[src/rtl/mult_rr_sched_if.sv]
// Bundle of requester, multiplier and result signals shared by mult_rr_sched
// and whatever drives it. The scheduler uses the slave modport.
interface mult_rr_sched_if #(
    parameter int width = 8,
    parameter int nreq  = 4
);
    logic [nreq-1:0]       req_valid;
    logic [nreq*width-1:0] req_a;
    logic [nreq*width-1:0] req_b;
    logic [nreq-1:0]       req_ready;
    logic [width-1:0]      mul_a;
    logic [width-1:0]      mul_b;
    logic [2*width-1:0]    mul_y;
    logic [nreq-1:0]       rsp_valid;
    logic [2*width-1:0]    rsp_y;
    logic                  busy;
    logic [15:0]           issued;

    modport slave (
        input  req_valid, req_a, req_b, mul_y,
        output req_ready, mul_a, mul_b, rsp_valid, rsp_y, busy, issued
    );

    modport master (
        output req_valid, req_a, req_b, mul_y,
        input  req_ready, mul_a, mul_b, rsp_valid, rsp_y, busy, issued
    );
endinterface

[src/rtl/mult_rr_sched.sv]
// Round-robin scheduler sharing one pipelined multiplier among nreq
// requesters. One operand pair is accepted per cycle; a tag pipeline follows
// each operation through the multiplier so the product is returned to the
// right requester with a one-hot strobe.
module mult_rr_sched #(
    parameter int width   = 8,
    parameter int nreq    = 4,
    parameter int mul_lat = 2
) (
    input  logic            clk,
    input  logic            rst_n,
    mult_rr_sched_if.slave  bus
);
    localparam int IDW = (nreq > 1) ? $clog2(nreq) : 1;
    localparam logic [IDW-1:0] LAST_RST = IDW'(nreq - 1);

    // Decode a requester index into a one-hot strobe vector.
    function automatic logic [nreq-1:0] onehot(input logic [IDW-1:0] id);
        logic [nreq-1:0] oh;
        oh     = '0;
        oh[id] = 1'b1;
        return oh;
    endfunction

    // Arbitration / operand selection
    logic [IDW-1:0]   last_q;
    logic             found_s;
    logic [IDW-1:0]   grant_id_s;
    logic [IDW-1:0]   cand_s;
    logic [nreq-1:0]  req_ready_s;
    logic [width-1:0] op_a_s;
    logic [width-1:0] op_b_s;

    // Multiplier drive, tag pipeline and result registers
    logic [width-1:0]   mul_a_q;
    logic [width-1:0]   mul_b_q;
    logic [mul_lat:0]   tag_v_q;
    logic [IDW-1:0]     tag_id_q [mul_lat+1];
    logic [nreq-1:0]    rsp_valid_q;
    logic [2*width-1:0] rsp_y_q;
    logic               busy_q;
    logic [15:0]        issued_q;
    logic               busy_d;

    // Scan requesters from the one after the last grant, wrapping; first valid wins.
    always_comb begin
        found_s    = 1'b0;
        grant_id_s = '0;
        cand_s     = '0;
        for (int k = 1; k <= nreq; k++) begin
            cand_s = IDW'((int'(last_q) + k) % nreq);
            if (!found_s && bus.req_valid[cand_s]) begin
                found_s    = 1'b1;
                grant_id_s = cand_s;
            end else begin
                grant_id_s = grant_id_s;
            end
        end
    end

    // Build the one-hot grant and pick the granted requester's operands.
    always_comb begin
        req_ready_s = '0;
        op_a_s      = '0;
        op_b_s      = '0;
        for (int k = 0; k < nreq; k++) begin
            if (found_s && (grant_id_s == IDW'(k))) begin
                req_ready_s[k] = 1'b1;
                op_a_s         = bus.req_a[k*width +: width];
                op_b_s         = bus.req_b[k*width +: width];
            end else begin
                req_ready_s[k] = 1'b0;
            end
        end
    end

    // Busy next state: something enters the tag pipeline, or some stage
    // (including the one about to become a result strobe) is still occupied.
    always_comb begin
        busy_d = found_s | (|tag_v_q);
    end

    // Operand registers, RR pointer, tag shift, result capture and counters.
    always_ff @(posedge clk or negedge rst_n) begin
        if (!rst_n) begin
            mul_a_q     <= '0;
            mul_b_q     <= '0;
            last_q      <= LAST_RST;
            tag_v_q     <= '0;
            for (int s = 0; s <= mul_lat; s++) begin
                tag_id_q[s] <= '0;
            end
            rsp_valid_q <= '0;
            rsp_y_q     <= '0;
            busy_q      <= 1'b0;
            issued_q    <= 16'd0;
        end else begin
            if (found_s) begin
                mul_a_q  <= op_a_s;
                mul_b_q  <= op_b_s;
                last_q   <= grant_id_s;
                issued_q <= issued_q + 16'd1;
            end
            tag_v_q     <= {tag_v_q[mul_lat-1:0], found_s};
            tag_id_q[0] <= grant_id_s;
            for (int s = 1; s <= mul_lat; s++) begin
                tag_id_q[s] <= tag_id_q[s-1];
            end
            // The last tag stage lines up with mul_y from the multiplier.
            if (tag_v_q[mul_lat]) begin
                rsp_valid_q <= onehot(tag_id_q[mul_lat]);
                rsp_y_q     <= bus.mul_y;
            end else begin
                rsp_valid_q <= '0;
            end
            busy_q <= busy_d;
        end
    end

    assign bus.req_ready = req_ready_s;
    assign bus.mul_a     = mul_a_q;
    assign bus.mul_b     = mul_b_q;
    assign bus.rsp_valid = rsp_valid_q;
    assign bus.rsp_y     = rsp_y_q;
    assign bus.busy      = busy_q;
    assign bus.issued    = issued_q;
endmodule

[src/flat_wrapper.sv]
// flat-port wrapper written by rule: the top's interface ports become plain ports
module mult_rr_sched_flat 
#(
    parameter int width   = 8,
    parameter int nreq    = 4,
    parameter int mul_lat = 2
)
  (clk, rst_n, bus_req_valid, bus_req_a, bus_req_b, bus_mul_y, bus_req_ready, bus_mul_a, bus_mul_b, bus_rsp_valid, bus_rsp_y, bus_busy, bus_issued);
  mult_rr_sched_if #(.width(width), .nreq(nreq)) bus_i ();
  input  logic clk;
  input  logic rst_n;
  input wire logic [$bits(bus_i.req_valid)-1:0] bus_req_valid;
  input wire logic [$bits(bus_i.req_a)-1:0] bus_req_a;
  input wire logic [$bits(bus_i.req_b)-1:0] bus_req_b;
  input wire logic [$bits(bus_i.mul_y)-1:0] bus_mul_y;
  output wire logic [$bits(bus_i.req_ready)-1:0] bus_req_ready;
  output wire logic [$bits(bus_i.mul_a)-1:0] bus_mul_a;
  output wire logic [$bits(bus_i.mul_b)-1:0] bus_mul_b;
  output wire logic [$bits(bus_i.rsp_valid)-1:0] bus_rsp_valid;
  output wire logic [$bits(bus_i.rsp_y)-1:0] bus_rsp_y;
  output wire logic [$bits(bus_i.busy)-1:0] bus_busy;
  output wire logic [$bits(bus_i.issued)-1:0] bus_issued;
  assign bus_i.req_valid = bus_req_valid;
  assign bus_i.req_a = bus_req_a;
  assign bus_i.req_b = bus_req_b;
  assign bus_i.mul_y = bus_mul_y;
  assign bus_req_ready = bus_i.req_ready;
  assign bus_mul_a = bus_i.mul_a;
  assign bus_mul_b = bus_i.mul_b;
  assign bus_rsp_valid = bus_i.rsp_valid;
  assign bus_rsp_y = bus_i.rsp_y;
  assign bus_busy = bus_i.busy;
  assign bus_issued = bus_i.issued;
  mult_rr_sched #(.width(width), .nreq(nreq), .mul_lat(mul_lat)) u_core (.clk(clk), .rst_n(rst_n), .bus(bus_i));
endmodule
[config.mk]
export PLATFORM = sky130hd
export DESIGN_NAME = mult_rr_sched_flat
export DESIGN_NICKNAME = d
export VERILOG_FILES = /design/src/rtl/mult_rr_sched_if.sv /design/src/rtl/mult_rr_sched.sv /design/src/flat_wrapper.sv
export SDC_FILE = /design/constraint.sdc
export NUM_CORES = 1
export LEC_CHECK = 0
export ABC_AREA = 1
export CAP_MARGIN = 10
export CELL_PAD_IN_SITES_DETAIL_PLACEMENT = 1
export CELL_PAD_IN_SITES_GLOBAL_PLACEMENT = 1
export CORE_ASPECT_RATIO = 1.1
export CORE_MARGIN = 2
export CORE_UTILIZATION = 30
export CTS_CLUSTER_DIAMETER = 100
export DETAILED_ROUTE_END_ITERATION = 12
export GPL_TIMING_DRIVEN = 0
export PLACE_DENSITY = 0.91
export SLEW_MARGIN = 30
export SYNTH_ARGS = -nofsm -noshare
export SYNTH_HDL_FRONTEND = slang
export SYNTH_SLANG_ARGS = --single-unit
[constraint.sdc]
create_clock -name clk -period 2.3 [get_ports clk]
set_input_delay 0.345 -clock clk [delete_from_list [all_inputs] [get_ports clk]]
set_output_delay 0.345 -clock clk [all_outputs]
set_load 0.005 [all_outputs]
==> qor.txt <==
final setup violation count: 22
CTS tree: built
area of the multi-input gates: 1990 sq um
Leakage: 2.84 nW
VDD IR max: 1.40 mV
drt pass-1 iters: 4
gr usage total: 0.221
element type at the critical path start: flop
grt ovf: 0
initial core utilization: 0.310
Seq cells post-synth: 64
status: finished with violations
clk slew on worst S/H paths: 60 ps
PnR Total Power: 0.0116 W
Die Y: 116 microns
crit-path max FO: 8
DR iter-0 viols: 160
clock sinks: 64
core area: 11000 sq um
DR top layer: met4
Slew @ Worst Pin: 470 ps
DR DRC count: 0
vias in the first global route: 4048
area growth from synthesis to layout: 81.8%
share of layout cells above drive strength 1: 0.288
post-route cell area: 6170 sq um
share of the synthesized area in the top cell type: 0.457
class of the worst hold path: flop to flop
clock buffer count from CTS: 9
Yosys warnings: 0
M1 wire length: 5620 microns
clock latency at the later pin of the worst-skew pair: 330 ps
normalized max-slew margin: 0.687
clock buffer depth: 2
FF-to-FF setup slack: -360 ps
WL/cell: 20.5 microns
max-slew violations: 0
Syn Inst Count: 419
vias per inst: 4.96
Synth area leaders: dfrtp_1 46%, nand2_1 18%, nand3_1 7.8%, nand2_4 3.0%, or2_0 2.4%
synth unique cells: 32
critical path capture point type: primary output
Die X: 105 microns
final hold vios: 0
Power Density: 1880 nW/um^2
Sequential cell area: 1600 sq um
largest area contributor in the netlist: dfrtp_1
critical path class: flop to primary output
crit path time final: 2720 ps
fin worst setup slack: -423 ps
violations in the final reports: negative setup slack
maxcap violations: 0
Seq/Total Area, Yosys: 0.473
Placement Setup Slack: -595 ps
global-route wire length before repair: 20600 microns
worst reg2reg path depth: 20
total negative slack: -6120 ps
Max Fclk: 367 MHz
DRT antenna net count: 0
RSZ-0062 raised after global routing: true
I/O Pins: 143
largest net degree at the start of global routing: 52
Synth Area per Inst: 8.10 sq um
Clock Skews: 11.2 ps
Tcrit/Tclk final: 1.18
met2 wire len: 8580 microns
Hold Crit Depth: 0
DP HPWL: 9270 microns
Worst EP required: 1960 ps
Worst Path Arrival: 2380 ps
fin nets: 696
Vias: 3772
CTS HTree Levels: 3
placed inst area: 5020 sq um
root buffer cell: clkbuf_16
fillers: 1224
buffers added on ports: 142
Post-Syn Area: 3390 sq um
Core Rows: 40
syn_nets: 506
final WL: 15600 microns
RePlAce Congestion: 0.859
DIE AREA: 12200 sq um
number of antenna violations at the first check in global routing: 0
# diodes: 0
metal3 WL: 593 microns
Fin Hold WS: 346 ps
==> power by group <==
part           internal, W  switching (W)
logic              0.00384        0.00446
clock network     0.000835       0.000518
registers          0.00161       0.000341
==> critical path, stage by stage (launching register included) <==
cell	delay [ps]
dfstp_2	580
buf_8	160
clkinv_8	90
nand2_4	70
nand2_4	70
nand2_4	110
nand2_8	80
nor2_1	120
nor2_1	70
nand2_2	90
nand2_4	60
buf_4	150
nor2_4	160
buf_6	130
buf_6	90
==> cell usage in the layout (no fill, tap or decap), types with 2 or more instances in the layout <==
cell             synthesis  layout
clkdlybuf4s50_1          0     137
nand2_1                165     135
dfrtp_1                 62      62
nand3_2                  3      37
nand2_2                  6      27
buf_4                    0      24
inv_1                   20      18
nand2_4                  9      17
buf_6                    7      16
nor2_1                  15      14
or2_0                   13      13
clkbuf_16                0      11
nand3_1                 53      10
nand3_4                  0       9
nor3_1                  10       9
xor2_1                   9       9
clkbuf_1                 4       7
nand4_1                  6       6
o21ai_0                  8       6
buf_8                    1       5
xnor2_1                  4       4
inv_2                    5       3
buf_12                   0       3
clkinv_2                 0       3
nor2_8                   2       2
inv_6                    0       2
inv_4                    1       2
buf_2                    2       2
nor4_1                   2       2
o21ai_1                  0       2
dfstp_2                  2       2
==> worst paths after layout <==
| kind | startpoint | end |
|---|---|---|
| worst min-delay path | u_core.tag_id_q[3] | u_core.tag_id_q[1] |
| worst max-delay path | u_core.last_q[0] | bus_req_ready[1] |
| min in group asynchronous | rst_n | u_core.bus.issued[14] |
| worst min register to register | u_core.tag_id_q[3] | u_core.tag_id_q[1] |
| worst max register to register | u_core.last_q[0] | u_core.bus.mul_a[4] |
| max in group asynchronous | rst_n | u_core.last_q[0] |
==> cell families (layout without fill, tap and decap cells) <==
family,Yosys count,after routing,share of synthesized area
buffers and inverters,43,238,0.0708
AO/OA/AOI/OAI,9,9,0.0133
flip-flops,64,64,0.473
XOR/XNOR,13,13,0.0336
adder cells (fa/ha/maj),1,1,0.00369
AND/OR/NAND/NOR,289,289,0.406
==> layer usage <==
metal | global-route usage | vias to the layer above
met5 | 0 | -
met4 | 0.128 | 0
met3 | 0.0298 | 57
met2 | 0.418 | 147
met1 | 0.235 | 1859
li1 | - | 1709
==> state kept, by name, summed over array words and instances, names as in the netlist <==
register	cells
u_core.last_q	2
u_core.bus.issued	16
u_core.tag_id_q	6
u_core.bus.mul_b	8
u_core.bus.mul_a	8
u_core.bus.rsp_valid	4
u_core.tag_v_q	3
u_core.bus.rsp_y	16
u_core.bus.busy	1
==> final cells by class <==
| cell class | count | area share |
|---|---|---|
| Clock inverter | 4 | 0.00730 |
| Tap cell | 147 | 0.0298 |
| Clock buffer | 12 | 0.0383 |
| Buffer | 15 | 0.0247 |
| Multi-Input combinational cell | 312 | 0.323 |
| Inverter | 26 | 0.0203 |
| Sequential cell | 64 | 0.260 |
| Timing Repair Buffer | 181 | 0.297 |
==> synth_stat cells, drive strengths merged <==
master / n
nand2: 180
dfrtp: 62
nand3: 56
inv: 26
nor2: 18
or2: 14
buf: 12
nor3: 11
xor2: 9
o21ai: 8
nand4: 6
clkbuf: 5
xnor2: 4
dfstp: 2
nand3b: 2
nor4: 2
a21oi: 1
ha: 1
==> through the flow <==
| step | utilization | instances |
|---|---|---|
| after floorplan | - | 419 |
| after global routing | 0.563 | 761 |
| final | 0.563 | 761 |
| after global placement | 0.456 | 708 |
| after detailed placement | 0.458 | 709 |
| after CTS | 0.512 | 748 |
==> what timing repair did <==
action | CTS | global route
endpoints found under the setup margin | 4 | 30
hold endpoints to repair | 13 | 0
pin swaps | 21 | 47
setup buffers | 21 | 15
hold buffers | 1 | 0
gates cloned | 1 | 1
gates resized for setup | 57 | 103
No activity file was read; power rests on OpenSTA's default activity.
